File: src/rtl/usb3_tx_hp_framer.sv
// usb3_tx_hp_framer: frames one header packet + LCW into HPSTART, 3 header dwords and CRC-16/LCW words
module usb3_tx_hp_framer #(
  parameter int IDLE_GAP = 1
) (
  input  logic        local_clk,
  input  logic        reset,
  input  logic        hp_valid,
  input  logic [95:0] hp_data,
  input  logic [15:0] hp_lcw,
  output logic        hp_ready,
  output logic [31:0] raw_data,
  output logic [3:0]  raw_datak,
  output logic        raw_active,
  input  logic        raw_stall
);
  localparam logic [2:0] IDLE  = 3'd0;
  localparam logic [2:0] START = 3'd1;
  localparam logic [2:0] HDR0  = 3'd2;
  localparam logic [2:0] HDR1  = 3'd3;
  localparam logic [2:0] HDR2  = 3'd4;
  localparam logic [2:0] TAIL  = 3'd5;
  localparam logic [2:0] GAP   = 3'd6;

  logic [2:0]  state_q, state_d;
  logic [3:0]  gap_q, gap_d;
  logic [95:0] hdr_q, hdr_d;
  logic [15:0] lcw_q, lcw_d;
  logic [31:0] data_q, data_d;
  logic [3:0]  datak_q, datak_d;
  logic        active_q, active_d;
  logic        rdy_q, rdy_d;
  logic        accept;

  // header bytes go in transmit order, each byte LSB first; result inverted and bit-reversed per byte
  function automatic logic [15:0] crc16(input logic [95:0] h);
    logic [15:0] c;
    logic [15:0] r;
    c = 16'hFFFF;
    for (int i = 0; i < 96; i++)
      c = {c[14:0], 1'b0} ^ ((c[15] ^ h[i]) ? 16'h100B : 16'h0000);
    c = ~c;
    for (int i = 0; i < 8; i++) begin
      r[15-i] = c[8+i];
      r[7-i]  = c[i];
    end
    return r;
  endfunction

  function automatic logic [31:0] swap(input logic [31:0] d);
    return {d[7:0], d[15:8], d[23:16], d[31:24]};
  endfunction

  // a stalled edge holds the scrambler's current word, so nothing advances while raw_stall is high
  assign hp_ready = rdy_q & ~raw_stall;
  assign accept   = hp_valid & hp_ready;

  always_comb begin
    state_d = state_q;
    gap_d   = gap_q;
    hdr_d   = hdr_q;
    lcw_d   = lcw_q;
    if (!raw_stall) begin
      case (state_q)
        IDLE: begin
          gap_d = (gap_q != 4'd0) ? gap_q - 4'd1 : 4'd0;
          if (accept) begin
            state_d = START;
            hdr_d   = hp_data;
            lcw_d   = hp_lcw;
          end
        end
        START, HDR0, HDR1, HDR2: state_d = state_q + 3'd1;
        TAIL: begin
          state_d = GAP;
          gap_d   = 4'(IDLE_GAP - 1);
        end
        default: begin
          gap_d   = (gap_q != 4'd0) ? gap_q - 4'd1 : 4'd0;
          state_d = (gap_q <= 4'd1) ? IDLE : GAP;
        end
      endcase
    end
    data_d   = (state_d == START) ? 32'h5C5C5CF7 :
               (state_d == HDR0)  ? swap(hdr_q[31:0]) :
               (state_d == HDR1)  ? swap(hdr_q[63:32]) :
               (state_d == HDR2)  ? swap(hdr_q[95:64]) :
               (state_d == TAIL)  ? {crc16(hdr_q), lcw_q} : 32'h0;
    datak_d  = (state_d == START) ? 4'hF : 4'h0;
    active_d = (state_d >= START) && (state_d <= TAIL);
    rdy_d    = (state_d == IDLE) && (gap_d == 4'd0);
  end

  always_ff @(posedge local_clk) begin
    if (reset) begin
      state_q  <= IDLE;
      gap_q    <= 4'(IDLE_GAP);
      hdr_q    <= '0;
      lcw_q    <= '0;
      data_q   <= '0;
      datak_q  <= '0;
      active_q <= 1'b0;
      rdy_q    <= 1'b0;
    end else begin
      state_q  <= state_d;
      gap_q    <= gap_d;
      hdr_q    <= hdr_d;
      lcw_q    <= lcw_d;
      data_q   <= data_d;
      datak_q  <= datak_d;
      active_q <= active_d;
      rdy_q    <= rdy_d;
    end
  end

  assign raw_data   = data_q;
  assign raw_datak  = datak_q;
  assign raw_active = active_q;
endmodule

File: config.mk
export PLATFORM = sky130hd
export DESIGN_NAME = usb3_tx_hp_framer
export DESIGN_NICKNAME = d
export VERILOG_FILES = /design/src/rtl/usb3_tx_hp_framer.sv
export SDC_FILE = /design/constraint.sdc
export NUM_CORES = 1
export LEC_CHECK = 0
export ABC_AREA = 1
export CAP_MARGIN = 0
export CORE_AREA = 2 2 176 178
export CTS_BUF_LIST = sky130_fd_sc_hd__clkbuf_4 sky130_fd_sc_hd__clkbuf_8
export DETAILED_ROUTE_END_ITERATION = 10
export DIE_AREA = 0 0 178 180
export GPL_TIMING_DRIVEN = 1
export PLACE_DENSITY = 0.66
export SYNTH_ARGS = -nofsm -noshare
export SYNTH_HDL_FRONTEND = slang
export SYNTH_SLANG_ARGS = --single-unit
export TNS_END_PERCENT = 5
File: constraint.sdc
create_clock -name local_clk -period 6.45 [get_ports local_clk]
set_input_delay 0.9675 -clock local_clk [delete_from_list [all_inputs] [get_ports local_clk]]
set_output_delay 0.9675 -clock local_clk [all_outputs]
set_load 0.02 [all_outputs]
==> results.cfg, run 1 <==
[outcome]
status = complete, no violations

[synthesis]
syn_avg_cell_area_um2 = 5.91
postSynthCellCount = 2315
synth.top_cells.by_area = dfxtp_1 23%, nand2_1 22%, nand3_1 10%
netlist_area_mm2 = 0.0137
synth-warning-count = 0
synth_area_leader_cell = dfxtp_1
synth_seq_cells = 154
synth-seq-area-share = 0.225
syn_nets = 2435
synth_edf_count = 0
synth_top_area_frac = 0.225
async_flop_share = 0
ys.flop_type = dfxtp_1
synthDistinctLibCells = 39

[clock_network]
worst_skew_pair.late_latency_ns = 0.51
clk_path_buf_depth = 2
cts.sinks = 154
ctsHtreeMaxLevel = 4
clkSlewWorstSetupHoldPaths_ns = 0.09
tritoncts = built
cts-root-buf = clkbuf_8
cts_made_buffers = 17

[sta]
drv_slew = 0
hold_viol_final = 0
finalSetupTns_ns = 0
setup_violations = 0
period_needed_ns = 5.98
maxSlewHeadroom = 0.371
period_share = 0.927
worstMarginPinSlew_ns = 0.943
max_freq_mhz = 167
finClkSkew_ns = 0.0167

[grt]
gr-total-overflow = 0
grt_pass1_wl_um = 78100
grt_util_all_layers = 0.322
grt_pass1_vias = 13600
antenna_found_initial = 0
grt_max_degree = 107

[setup_path]
r2r_end = raw_data[20]$_SDFF_PP0_
path_class = register to register
slowest_stage = dfxtp_4
cp.arrival_ns = 6.39
reg2regPathDepth = 51
worstSetupEndpointType = register
reg2reg_slack_ns = 0.47
cp_max_fo = 7
crit_path_max_incr_delay_ns = 0.37
crit_required_ns = 6.86
start_kind = register
cpMostUsedCell = nand2_2
reg2reg_from = hdr_q[3]$_SDFFE_PP0P_

[detailed_routing]
drc = 0
vias_per_cell = 5.29
vias = 15100
drt-initial-drc-count = 1289
wire_per_inst_um = 18.1
drt-total-wl_um = 51600
firstDrtPassIters = 8
ant_nets = 0

[finish]
area_growth_pct = 17.6
fin_cells = 2849
fillers = 3131
final_cell_mix = 791 x nand2_1, 279 x nand3_1, 278 x inv_1
fin_nets = 2560
antenna_cells = 0
layout.cells.most_common = nand2_1
drive_above_1_share = 0.156
utilization = 0.533

[place]
globalplace.congestion = 0.950
placed_cells = 2816
dp_hpwl_um = 42400
io_buffers = 153

[floorplan]
coreArea_mm2 = 0.0302
chipWidth_um = 178
row_count = 64
fp.dieH_um = 180
die_area_mm2 = 0.0320
initial_core_util = 0.453
ios = 154

[min_path]
worstHoldPathCells = 2
holdPathEnd = lcw_q[6]$_SDFFE_PP0P_
hold_path.class = register to register
hold_start = lcw_q[6]$_SDFFE_PP0P_

[run]
max_cap_violations = 0
## area by class of cell
class                      instances  area (um^2)  area share
clock buffer                      20          269      0.0167
clock inverter                    12          160     0.00995
inverter                         330         1260      0.0782
multi-input combinational       1773         9180       0.571
sequential                       154         3100       0.193
tap                              396          495      0.0308
timing repair buffer             164         1630       0.101
## flip-flops by register name (all words and copies together) (netlist names)
register and cells:
state_q 3, lcw_q 16, raw_datak 1, raw_data 32, rdy_q 1, gap_q 4, hdr_q 96, raw_active 1
## kinds of logic (layout without fill, tap and decap cells)
| family | Yosys count | in the layout | synth area share |
|---|---|---|---|
| compound gates | 321 | 321 | 0.123 |
| xor+xnor | 25 | 25 | 0.0160 |
| fa+ha+maj | 4 | 4 | 0.00366 |
| buf+inv | 388 | 526 | 0.111 |
| flops | 154 | 154 | 0.225 |
| mux | 1 | 1 | 0.000823 |
| simple gates | 1422 | 1422 | 0.520 |
## per-stage QoR
stage | cell area [um^2] | worst slack (ns) | hold WS, ns
after floorplan | 13700 | 1.77 | 0.430
after global placement | 15500 | 0.0626 | 0.443
after detailed placement | 15500 | 0.0544 | 0.450
after CTS | 16000 | 0.0451 | 0.466
after global routing | 16100 | -0.0108 | 0.490
final | 16100 | 0.469 | 0.462
## critical path, delay by kind of cell (launching register included)
kind / cells / cell delay (ns)
buf+inv: 4 / 0.35
simple gates: 47 / 5.13
flops: 1 / 0.37
## worst max-delay path by stage
stage                                      from                       to  slack (ns)  cells past startpoint
after floorplan           hdr_q[2]$_SDFFE_PP0P_  raw_data[27]$_SDFF_PP0_        1.77                     56
after global placement    hdr_q[1]$_SDFFE_PP0P_  raw_data[20]$_SDFF_PP0_        0.06                     51
after detailed placement  hdr_q[1]$_SDFFE_PP0P_  raw_data[20]$_SDFF_PP0_        0.05                     49
after CTS                 hdr_q[1]$_SDFFE_PP0P_  raw_data[20]$_SDFF_PP0_        0.05                     49
after global routing      hdr_q[3]$_SDFFE_PP0P_  raw_data[20]$_SDFF_PP0_       -0.01                     54
final                     hdr_q[3]$_SDFFE_PP0P_  raw_data[20]$_SDFF_PP0_        0.47                     51
## synthesized netlist by cell type, types with 3 or more instances
cell / number
nand2_1: 807
nand3_1: 282
inv_1: 281
dfxtp_1: 154
a21oi_1: 138
o21ai_0: 133
nand2_2: 118
nand2_4: 92
nor2_1: 53
clkbuf_1: 44
nand3_2: 42
inv_2: 41
xor2_1: 17
o22ai_1: 16
a31oi_1: 13
buf_4: 9
o21ai_1: 9
nand4_1: 8
xnor2_1: 8
inv_4: 6
nand3_4: 6
nor3_1: 5
ha_1: 4
nand3b_1: 4
buf_2: 3
o221ai_1: 3
## per-layer routing
metal | global-route usage | routed length [um] | vias up
li1 | - | - | 7611
met5 | 0 | 0 | -
met3 | 0.0474 | 2770 | 82
met2 | 0.520 | 23500 | 464
met1 | 0.433 | 23400 | 6910
met4 | 0.119 | 1930 | 0
## timing repair
action                                  4_1_cts  5_1_grt
endpoints found under the setup margin        0       16
buffers inserted                              0        1
hold buffers                                  0        0
resized for setup                             0       40
Power of run 1 is left out: the tool's default activity adds up to more than one toggle a clock period on the data nets, which glitch-free logic cannot reach.
==> run 2: changes to the inputs <==
--- a/config.mk
+++ b/config.mk
@@ -6,6 +6,7 @@
 export NUM_CORES = 1
 export LEC_CHECK = 0
 export ABC_AREA = 1
+export ABC_CLOCK_PERIOD_IN_PS = 6450
 export CAP_MARGIN = 0
 export CORE_AREA = 2 2 176 178
 export CTS_BUF_LIST = sky130_fd_sc_hd__clkbuf_4 sky130_fd_sc_hd__clkbuf_8
==> results of run 2 <==
Same layout as run 1: the final DEF is identical, and so are final timing and power.
Power of run 2 is left out for the same reason.
